<file path="src/rtl/battle_fsm_if.sv">
`default_nettype none
// ---------------------------------------------------------------------------
// battle_fsm_if : event inputs and control outputs of the battle sequencer
// Rev 1.0
// ---------------------------------------------------------------------------
interface battle_fsm_if #(
  parameter int HP_W = 8
);
  logic            tick;
  logic [3:0]      key;
  logic            is_death;
  logic            dmg_valid;
  logic [HP_W-1:0] dmg_amount;
  logic            heal;
  logic            atk_pass;
  logic [HP_W-1:0] atk_dmg;

  logic [7:0]      state;
  logic [15:0]     player_instr;
  logic            is_move;
  logic            start_dmg;
  logic [HP_W-1:0] mon_hp;
  logic [3:0]      sel;
  logic            atk_start;
  logic            atk_reset;
  logic            atk_button;
  logic            win;

  modport master (
    output tick, key, is_death, dmg_valid, dmg_amount, heal, atk_pass, atk_dmg,
    input  state, player_instr, is_move, start_dmg, mon_hp, sel,
           atk_start, atk_reset, atk_button, win
  );

  modport slave (
    input  tick, key, is_death, dmg_valid, dmg_amount, heal, atk_pass, atk_dmg,
    output state, player_instr, is_move, start_dmg, mon_hp, sel,
           atk_start, atk_reset, atk_button, win
  );
endinterface
`default_nettype wire

</file>
<file path="src/rtl/battle_fsm.sv">
`default_nettype none
// ---------------------------------------------------------------------------
// battle_fsm : MENU/DODGE/ACTION/ATTACK/WIN sequencer with tick-based timeouts
// Rev 1.0
// ---------------------------------------------------------------------------
module battle_fsm #(
  parameter int HP_W         = 8,
  parameter int MON_HP_MAX   = 100,
  parameter int DODGE_TICKS  = 7,
  parameter int ACTION_TICKS = 7,
  parameter int ATTACK_TICKS = 3,
  parameter int NUM_ACTIONS  = 4,
  parameter int HEAL_AMT     = 10
) (
  input  logic        clk,
  input  logic        reset,
  battle_fsm_if.slave bus
);

  localparam logic [3:0] PAGE_MENU   = 4'h1;
  localparam logic [3:0] PAGE_WIN    = 4'h2;
  localparam logic [3:0] PAGE_DODGE  = 4'h9;
  localparam logic [3:0] PAGE_ATTACK = 4'hA;
  localparam logic [3:0] PAGE_ACTION = 4'hB;

  localparam logic [3:0] KEY_W     = 4'd1;
  localparam logic [3:0] KEY_A     = 4'd2;
  localparam logic [3:0] KEY_D     = 4'd4;
  localparam logic [3:0] KEY_SPACE = 4'd8;

  localparam logic [3:0] OP_HPY = 4'h1;
  localparam logic [3:0] OP_DPY = 4'h2;
  localparam logic [3:0] OP_MOV = 4'h5;

  localparam logic [7:0]      DODGE_LIM  = 8'(DODGE_TICKS);
  localparam logic [7:0]      ACTION_LIM = 8'(ACTION_TICKS);
  localparam logic [7:0]      ATTACK_LIM = 8'(ATTACK_TICKS);
  localparam logic [3:0]      SEL_LAST   = 4'(NUM_ACTIONS - 1);
  localparam logic [7:0]      HEAL_ARG   = 8'(HEAL_AMT);
  localparam logic [HP_W-1:0] HP_LOAD    = HP_W'(MON_HP_MAX);

  logic [3:0]      page_q, page_d;
  logic [3:0]      sub_q, sub_d;
  logic [3:0]      key_q;
  logic [3:0]      sel_q, sel_d;
  logic [7:0]      tick_cnt_q, tick_cnt_d;
  logic [HP_W-1:0] mon_hp_q, mon_hp_d;
  logic [15:0]     player_instr_q, player_instr_d;
  logic            is_move_q, is_move_d;
  logic            start_dmg_q, start_dmg_d;
  logic            atk_start_q, atk_start_d;
  logic            atk_reset_q, atk_reset_d;
  logic            atk_button_q, atk_button_d;
  logic            win_q, win_d;

  logic            press;
  logic            space_press;
  logic            a_press;
  logic            d_press;
  logic            timeout;
  logic            stopped_d;
  logic [HP_W-1:0] hp_after_atk;

  // Edge-detected key: a held key counts only on the cycle it first appears
  assign press       = (bus.key != 4'd0) && (bus.key != key_q);
  assign space_press = press && (bus.key == KEY_SPACE);
  assign a_press     = press && (bus.key == KEY_A);
  assign d_press     = press && (bus.key == KEY_D);

  assign hp_after_atk = (bus.atk_dmg >= mon_hp_q) ? '0 : (mon_hp_q - bus.atk_dmg);

  always_comb begin
    timeout = 1'b0;
    case (page_q)
      PAGE_DODGE:  timeout = (tick_cnt_q >= DODGE_LIM);
      PAGE_ACTION: timeout = (tick_cnt_q >= ACTION_LIM);
      PAGE_ATTACK: timeout = (tick_cnt_q >= ATTACK_LIM);
      default:     timeout = 1'b0;
    endcase
  end

  // State register
  always_ff @(posedge clk or posedge reset) begin
    if (reset) begin
      page_q         <= PAGE_MENU;
      sub_q          <= 4'h0;
      key_q          <= 4'h0;
      sel_q          <= 4'h0;
      tick_cnt_q     <= 8'h00;
      mon_hp_q       <= '0;
      player_instr_q <= 16'h0000;
      is_move_q      <= 1'b0;
      start_dmg_q    <= 1'b0;
      atk_start_q    <= 1'b0;
      atk_reset_q    <= 1'b1;
      atk_button_q   <= 1'b0;
      win_q          <= 1'b0;
    end else begin
      page_q         <= page_d;
      sub_q          <= sub_d;
      key_q          <= bus.key;
      sel_q          <= sel_d;
      tick_cnt_q     <= tick_cnt_d;
      mon_hp_q       <= mon_hp_d;
      player_instr_q <= player_instr_d;
      is_move_q      <= is_move_d;
      start_dmg_q    <= start_dmg_d;
      atk_start_q    <= atk_start_d;
      atk_reset_q    <= atk_reset_d;
      atk_button_q   <= atk_button_d;
      win_q          <= win_d;
    end
  end

  // Next-page logic
  always_comb begin
    page_d = page_q;
    case (page_q)
      PAGE_MENU: begin
        if (space_press) page_d = PAGE_DODGE;
      end
      PAGE_DODGE: begin
        if (bus.is_death)  page_d = PAGE_MENU;
        else if (timeout)  page_d = PAGE_ACTION;
      end
      PAGE_ACTION: begin
        if (timeout)          page_d = PAGE_DODGE;
        else if (space_press) page_d = (sel_q == 4'h0) ? PAGE_ATTACK : PAGE_DODGE;
      end
      PAGE_ATTACK: begin
        if (bus.atk_pass) page_d = (hp_after_atk == '0) ? PAGE_WIN : PAGE_DODGE;
        else if (timeout) page_d = PAGE_DODGE;
      end
      PAGE_WIN: begin
        if (space_press) page_d = PAGE_MENU;
      end
      default: page_d = PAGE_MENU;
    endcase
  end

  // Registered-output logic
  always_comb begin
    sel_d          = sel_q;
    mon_hp_d       = mon_hp_q;
    player_instr_d = player_instr_q;
    is_move_d      = 1'b0;
    start_dmg_d    = 1'b0;
    atk_button_d   = 1'b0;
    atk_start_d    = atk_start_q;
    atk_reset_d    = atk_reset_q;
    stopped_d      = sub_q[0];

    case (page_q)
      PAGE_MENU: begin
        if (space_press) begin
          mon_hp_d = HP_LOAD;
          sel_d    = 4'h0;
        end
      end
      PAGE_DODGE: begin
        if (bus.is_death) begin
          sel_d = sel_q;
        end else if (timeout) begin
          sel_d = 4'h0;
        end else if (bus.dmg_valid) begin
          player_instr_d = bus.heal ? {OP_HPY, HEAL_ARG, 4'h0}
                                    : {OP_DPY, 8'(bus.dmg_amount), 4'h0};
          start_dmg_d    = 1'b1;
        end else if ((bus.key >= KEY_W) && (bus.key <= KEY_D)) begin
          player_instr_d = {OP_MOV, 4'h0, bus.key - 4'd1, 4'h0};
          is_move_d      = 1'b1;
        end else begin
          player_instr_d = 16'h0000;
        end
      end
      PAGE_ACTION: begin
        if (timeout) begin
          sel_d = sel_q;
        end else if (space_press) begin
          if (sel_q == 4'h0) begin
            atk_start_d = 1'b1;
            atk_reset_d = 1'b0;
            stopped_d   = 1'b0;
          end
        end else if (a_press) begin
          sel_d = (sel_q == 4'h0) ? SEL_LAST : (sel_q - 4'd1);
        end else if (d_press) begin
          sel_d = (sel_q == SEL_LAST) ? 4'h0 : (sel_q + 4'd1);
        end
      end
      PAGE_ATTACK: begin
        if (bus.atk_pass) begin
          mon_hp_d = hp_after_atk;
        end else if (timeout) begin
          mon_hp_d = mon_hp_q;
        end else if (space_press && !sub_q[0]) begin
          atk_button_d = 1'b1;
          stopped_d    = 1'b1;
        end
      end
      default: begin
        sel_d = sel_q;
      end
    endcase

    // The attack bar is parked whenever ATTACK is left, whatever the cause
    if ((page_q == PAGE_ATTACK) && (page_d != PAGE_ATTACK)) begin
      atk_start_d = 1'b0;
      atk_reset_d = 1'b1;
    end

    win_d = (page_d == PAGE_WIN);

    if (page_d != page_q)
      tick_cnt_d = 8'h00;
    else if (bus.tick && (tick_cnt_q != 8'hFF))
      tick_cnt_d = tick_cnt_q + 8'h01;
    else
      tick_cnt_d = tick_cnt_q;

    case (page_d)
      PAGE_ACTION: sub_d = sel_d;
      PAGE_ATTACK: sub_d = {3'b000, (page_q == PAGE_ATTACK) ? stopped_d : 1'b0};
      default:     sub_d = 4'h0;
    endcase
  end

  assign bus.state        = {page_q, sub_q};
  assign bus.player_instr = player_instr_q;
  assign bus.is_move      = is_move_q;
  assign bus.start_dmg    = start_dmg_q;
  assign bus.mon_hp       = mon_hp_q;
  assign bus.sel          = sel_q;
  assign bus.atk_start    = atk_start_q;
  assign bus.atk_reset    = atk_reset_q;
  assign bus.atk_button   = atk_button_q;
  assign bus.win          = win_q;

endmodule
`default_nettype wire
</file>
<file path="src/flat_wrapper.sv">
// flat-port wrapper written by rule: the top's interface ports become plain ports
module battle_fsm_flat 
#(
  parameter int HP_W         = 8,
  parameter int MON_HP_MAX   = 100,
  parameter int DODGE_TICKS  = 7,
  parameter int ACTION_TICKS = 7,
  parameter int ATTACK_TICKS = 3,
  parameter int NUM_ACTIONS  = 4,
  parameter int HEAL_AMT     = 10
)
  (clk, reset, bus_tick, bus_key, bus_is_death, bus_dmg_valid, bus_dmg_amount, bus_heal, bus_atk_pass, bus_atk_dmg, bus_state, bus_player_instr, bus_is_move, bus_start_dmg, bus_mon_hp, bus_sel, bus_atk_start, bus_atk_reset, bus_atk_button, bus_win);
  battle_fsm_if #(.HP_W(HP_W)) bus_i ();
  input  logic clk;
  input  logic reset;
  input wire logic [$bits(bus_i.tick)-1:0] bus_tick;
  input wire logic [$bits(bus_i.key)-1:0] bus_key;
  input wire logic [$bits(bus_i.is_death)-1:0] bus_is_death;
  input wire logic [$bits(bus_i.dmg_valid)-1:0] bus_dmg_valid;
  input wire logic [$bits(bus_i.dmg_amount)-1:0] bus_dmg_amount;
  input wire logic [$bits(bus_i.heal)-1:0] bus_heal;
  input wire logic [$bits(bus_i.atk_pass)-1:0] bus_atk_pass;
  input wire logic [$bits(bus_i.atk_dmg)-1:0] bus_atk_dmg;
  output wire logic [$bits(bus_i.state)-1:0] bus_state;
  output wire logic [$bits(bus_i.player_instr)-1:0] bus_player_instr;
  output wire logic [$bits(bus_i.is_move)-1:0] bus_is_move;
  output wire logic [$bits(bus_i.start_dmg)-1:0] bus_start_dmg;
  output wire logic [$bits(bus_i.mon_hp)-1:0] bus_mon_hp;
  output wire logic [$bits(bus_i.sel)-1:0] bus_sel;
  output wire logic [$bits(bus_i.atk_start)-1:0] bus_atk_start;
  output wire logic [$bits(bus_i.atk_reset)-1:0] bus_atk_reset;
  output wire logic [$bits(bus_i.atk_button)-1:0] bus_atk_button;
  output wire logic [$bits(bus_i.win)-1:0] bus_win;
  assign bus_i.tick = bus_tick;
  assign bus_i.key = bus_key;
  assign bus_i.is_death = bus_is_death;
  assign bus_i.dmg_valid = bus_dmg_valid;
  assign bus_i.dmg_amount = bus_dmg_amount;
  assign bus_i.heal = bus_heal;
  assign bus_i.atk_pass = bus_atk_pass;
  assign bus_i.atk_dmg = bus_atk_dmg;
  assign bus_state = bus_i.state;
  assign bus_player_instr = bus_i.player_instr;
  assign bus_is_move = bus_i.is_move;
  assign bus_start_dmg = bus_i.start_dmg;
  assign bus_mon_hp = bus_i.mon_hp;
  assign bus_sel = bus_i.sel;
  assign bus_atk_start = bus_i.atk_start;
  assign bus_atk_reset = bus_i.atk_reset;
  assign bus_atk_button = bus_i.atk_button;
  assign bus_win = bus_i.win;
  battle_fsm #(.HP_W(HP_W), .MON_HP_MAX(MON_HP_MAX), .DODGE_TICKS(DODGE_TICKS), .ACTION_TICKS(ACTION_TICKS), .ATTACK_TICKS(ATTACK_TICKS), .NUM_ACTIONS(NUM_ACTIONS), .HEAL_AMT(HEAL_AMT)) u_core (.clk(clk), .reset(reset), .bus(bus_i));
endmodule
</file>
<file path="config.mk">
export PLATFORM = sky130hd
export DESIGN_NAME = battle_fsm_flat
export DESIGN_NICKNAME = d
export VERILOG_FILES = /design/src/rtl/battle_fsm_if.sv /design/src/rtl/battle_fsm.sv /design/src/flat_wrapper.sv
export SDC_FILE = /design/constraint.sdc
export NUM_CORES = 1
export LEC_CHECK = 0
export ABC_AREA = 1
export CORE_ASPECT_RATIO = 0.7
export CORE_UTILIZATION = 52
export DETAILED_ROUTE_END_ITERATION = 12
export GPL_TIMING_DRIVEN = 1
export PLACE_DENSITY = 0.81
export SYNTH_ARGS = -nofsm -noshare
export SYNTH_HDL_FRONTEND = slang
export SYNTH_SLANG_ARGS = --single-unit
</file>
<file path="constraint.sdc">
create_clock -name clk -period 3.2 [get_ports clk]
set_input_delay 0.64 -clock clk [delete_from_list [all_inputs] [get_ports clk]]
set_output_delay 0.64 -clock clk [all_outputs]
set_load 0.03 [all_outputs]
</file>
==> results of run 1 <==
==> synthesized netlist by cell type (all sizes together) (2+ instances only) <==
master / n
or2: 2
nand2: 102
buf: 8
o21ai: 22
a31oi: 2
nor4: 2
dfstp: 2
nand3: 43
inv: 78
nor2: 48
dfrtp: 47
xor2: 12
a32o: 4
ha: 15
o211ai: 4
nand4: 4
a21oi: 11
nor3: 12
==> state kept, by name, summed over array words and instances, names as in the netlist, 4 cells and up <==
signal	count
u_core.sub_q	4
u_core.page_q	4
u_core.key_q	4
u_core.bus.player_instr	11
u_core.bus.sel	4
u_core.bus.mon_hp	8
u_core.tick_cnt_q	8
==> routing by layer <==
layer | part of all wire, % | GRT usage (%)
met5 | 0 | 0
met4 | 1.8 | 7.41
met3 | 6.8 | 4.94
met2 | 44 | 36.5
met1 | 47 | 33.4
==> per-stage QoR <==
step	hold slack, ns	cell area [µm²]
floorplan	0.541	3370
global placement	0.473	4070
detailed placement	0.478	4070
CTS	0.496	4200
global route	0.534	4200
finish	0.496	4200
==> layout make-up <==
class	count	area, µm²	area share (%)
Multi-Input combinational cell	303	1790	42.6
Inverter	79	299	7.12
Clock buffer	5	68.8	1.64
Tap cell	78	97.6	2.32
Sequential cell	49	1230	29.3
Timing Repair Buffer	66	653	15.5
Clock inverter	3	65.1	1.55
==> logic make-up after synthesis <==
group                    after synthesis  synth area share (%)
AO/OA/AOI/OAI                         52                  9.69
XOR/XNOR                              12                  3.13
adder cells (fa/ha/maj)               16                  6.19
buffers and inverters                 88                  10.7
flip-flops                            49                  36.6
multiplexers                           2                 0.634
other                                  1                 0.112
AND/OR/NAND/NOR                      215                  33.0
==> power breakdown <==
part / switching [µW] / total (µW) / internal (µW)
Clock: 199 / 510 / 310
Sequential: 24.0 / 675 / 651
Combinational: 249 / 413 / 164
==> layout by cell type (no fill, tap or decap), drive strengths merged, types with 2 or more instances in the layout <==
master           n
clkinv           2
buf              3
nand4            4
nor3            12
xor2            12
or2              2
a21oi           11
clkdlybuf4s50   63
o211ai           4
a31oi            2
conb             6
o21ai           22
dfstp            2
ha              15
dfrtp           47
inv             78
nor2            48
bufinv           2
clkbuf           5
a32o             4
nor4             2
nand2          102
nand3           43
==> critical path, stage by stage <==
cell and delay, ns:
clkdlybuf4s50_1 0.46, ha_1 0.13, inv_1 0.06, fa_1 0.41
nand2_1 0.10, nand2_1 0.10, nand3_2 0.11, nand2_4 0.09
nand3_1 0.13, nand2_2 0.07, nor2_1 0.11, nand3_1 0.09
nand2_2 0.13, nand2_4 0.09, nand2_2 0.08, nand2_2 0.06
nand2_4 0.14, nor3_2 0.06
==> worst max-delay path by stage <==
| stage | slack [ns] | from | to |
|---|---|---|---|
| after global placement | 0.15 | bus_atk_dmg[0] | u_core.tick_cnt_q[6] |
| after CTS | 0.32 | bus_atk_dmg[0] | u_core.tick_cnt_q[1] |
| after floorplan | 0.72 | bus_atk_dmg[0] | u_core.tick_cnt_q[2] |
| after detailed placement | 0.02 | bus_atk_dmg[0] | u_core.tick_cnt_q[1] |
| after global routing | 0.1 | bus_atk_dmg[0] | u_core.tick_cnt_q[1] |
| final | 0.31 | bus_atk_dmg[0] | u_core.tick_cnt_q[4] |
==> reports/qor.csv, run 1 <==
metric;value;unit
cts_sinks;49;
cts_tree;done;
min_period;2.89;ns
grt_pass1_wl;13.1;mm
start_kind;input pin;
period_share;90.4;%
path_class;in2reg;
fillers;511;
grt_remaining_overflow;0;
yosys_most_used_dff;dfrtp_1;
avgSynthCellArea;7.71;µm²
first_pass_iters;8;
r2r_start;u_core.bus.mon_hp[0];
finalSetupViolCount;0;
clock_path_buffers;2;
status;finished, violations left;
io_pins;69;
routed-via-count;3035;
ys_seq_area_share;36.6;%
crit_required;3.38;ns
grt_max_degree;22;
slew_headroom;49.7;%
synth_seq_cells;49;
synth.distinct_cells;50;
grt_use_total;23.6;%
clkSlewWorstSetupHoldPaths;0.08;ns
total_power;1600;µW
maxCapViolations;0;
antenna_found_initial;0;
hold_path.class;reg2reg;
holdCritStartpoint;u_core.bus.atk_reset;
synthTopCellsByArea;dfrtp_1 35%, nand2_1 9.6%, inv_1 7.3%, ha_1 5.6%, nand3_1 5.4%;
drc;3;
initial_core_util;54.0;%
worst_setup_path_end_kind;flop;
cts_buffers;5;
max_freq;346;MHz
postCtsSetupBuffers;0;
diodes;0;
die_h;69.2;µm
fin_nets;547;
gp_congestion;0.870;
fin_skew;0.00469;ns
first_global_vias;2897;
yosys.area.top_type_share;35.0;%
core;6220;µm²
synth-edff-count;0;
netlist_instances;435;
path_max_fanout;8;
failed_checks;DRC;
first_iter_violations;168;
maxSlewViolCount;0;
worstReg2RegEnd;u_core.tick_cnt_q[4];
worst_pin_slew;0.748;ns
dieArea;6780;µm²
p_per_area;380;nW/µm²
postLayoutCoreUtil;67.6;%
hold_buffers;0;
dp_slack;0.0199;ns
cts.repair.resized;0;
place_inst;575;
rsz0062_at_grt;no;
area_delta_synth_final;25.2;%
die_x;98.0;µm
vias_per_cell;5.21;
cts_root_buf;clkbuf_8;
hold_viol;0;
clk_latency;0.29;ns
worstHoldPathCells;2;
ant_nets;0;
yosys_warnings;0;
instances_no_fill;583;
syn_area;3360;µm²
leakage;0.00209;µW
fin_ws;0.306;ns
critPathArrivalTime;3.08;ns
reg2reg_slack;0.62;ns
hold-path-endpoint;u_core.bus.atk_reset;
htreeDepth;2;
wire_per_inst;12.8;µm
synthArstFlopShare;100;%
fin_setup_tns;0;ns
dp_hpwl;5.88;mm
wl;7.46;mm
rr_worst_depth;18;
yosysTopAreaCell;dfrtp_1;
placementRows;24;
drive_above_1_share;14.5;%
ir_drop;201;µV
io_buffers;63;
(Power assumes the default switching activity.)
==> run 2: changes to the inputs <==
--- a/config.mk
+++ b/config.mk
@@ -6,6 +6,7 @@
 export NUM_CORES = 1
 export LEC_CHECK = 0
 export ABC_AREA = 1
+export CAP_MARGIN = 20
 export CORE_ASPECT_RATIO = 0.7
 export CORE_UTILIZATION = 52
 export DETAILED_ROUTE_END_ITERATION = 12
==> results of run 2 <==
Same layout as run 1: the final DEF is identical, and so are final timing and power.
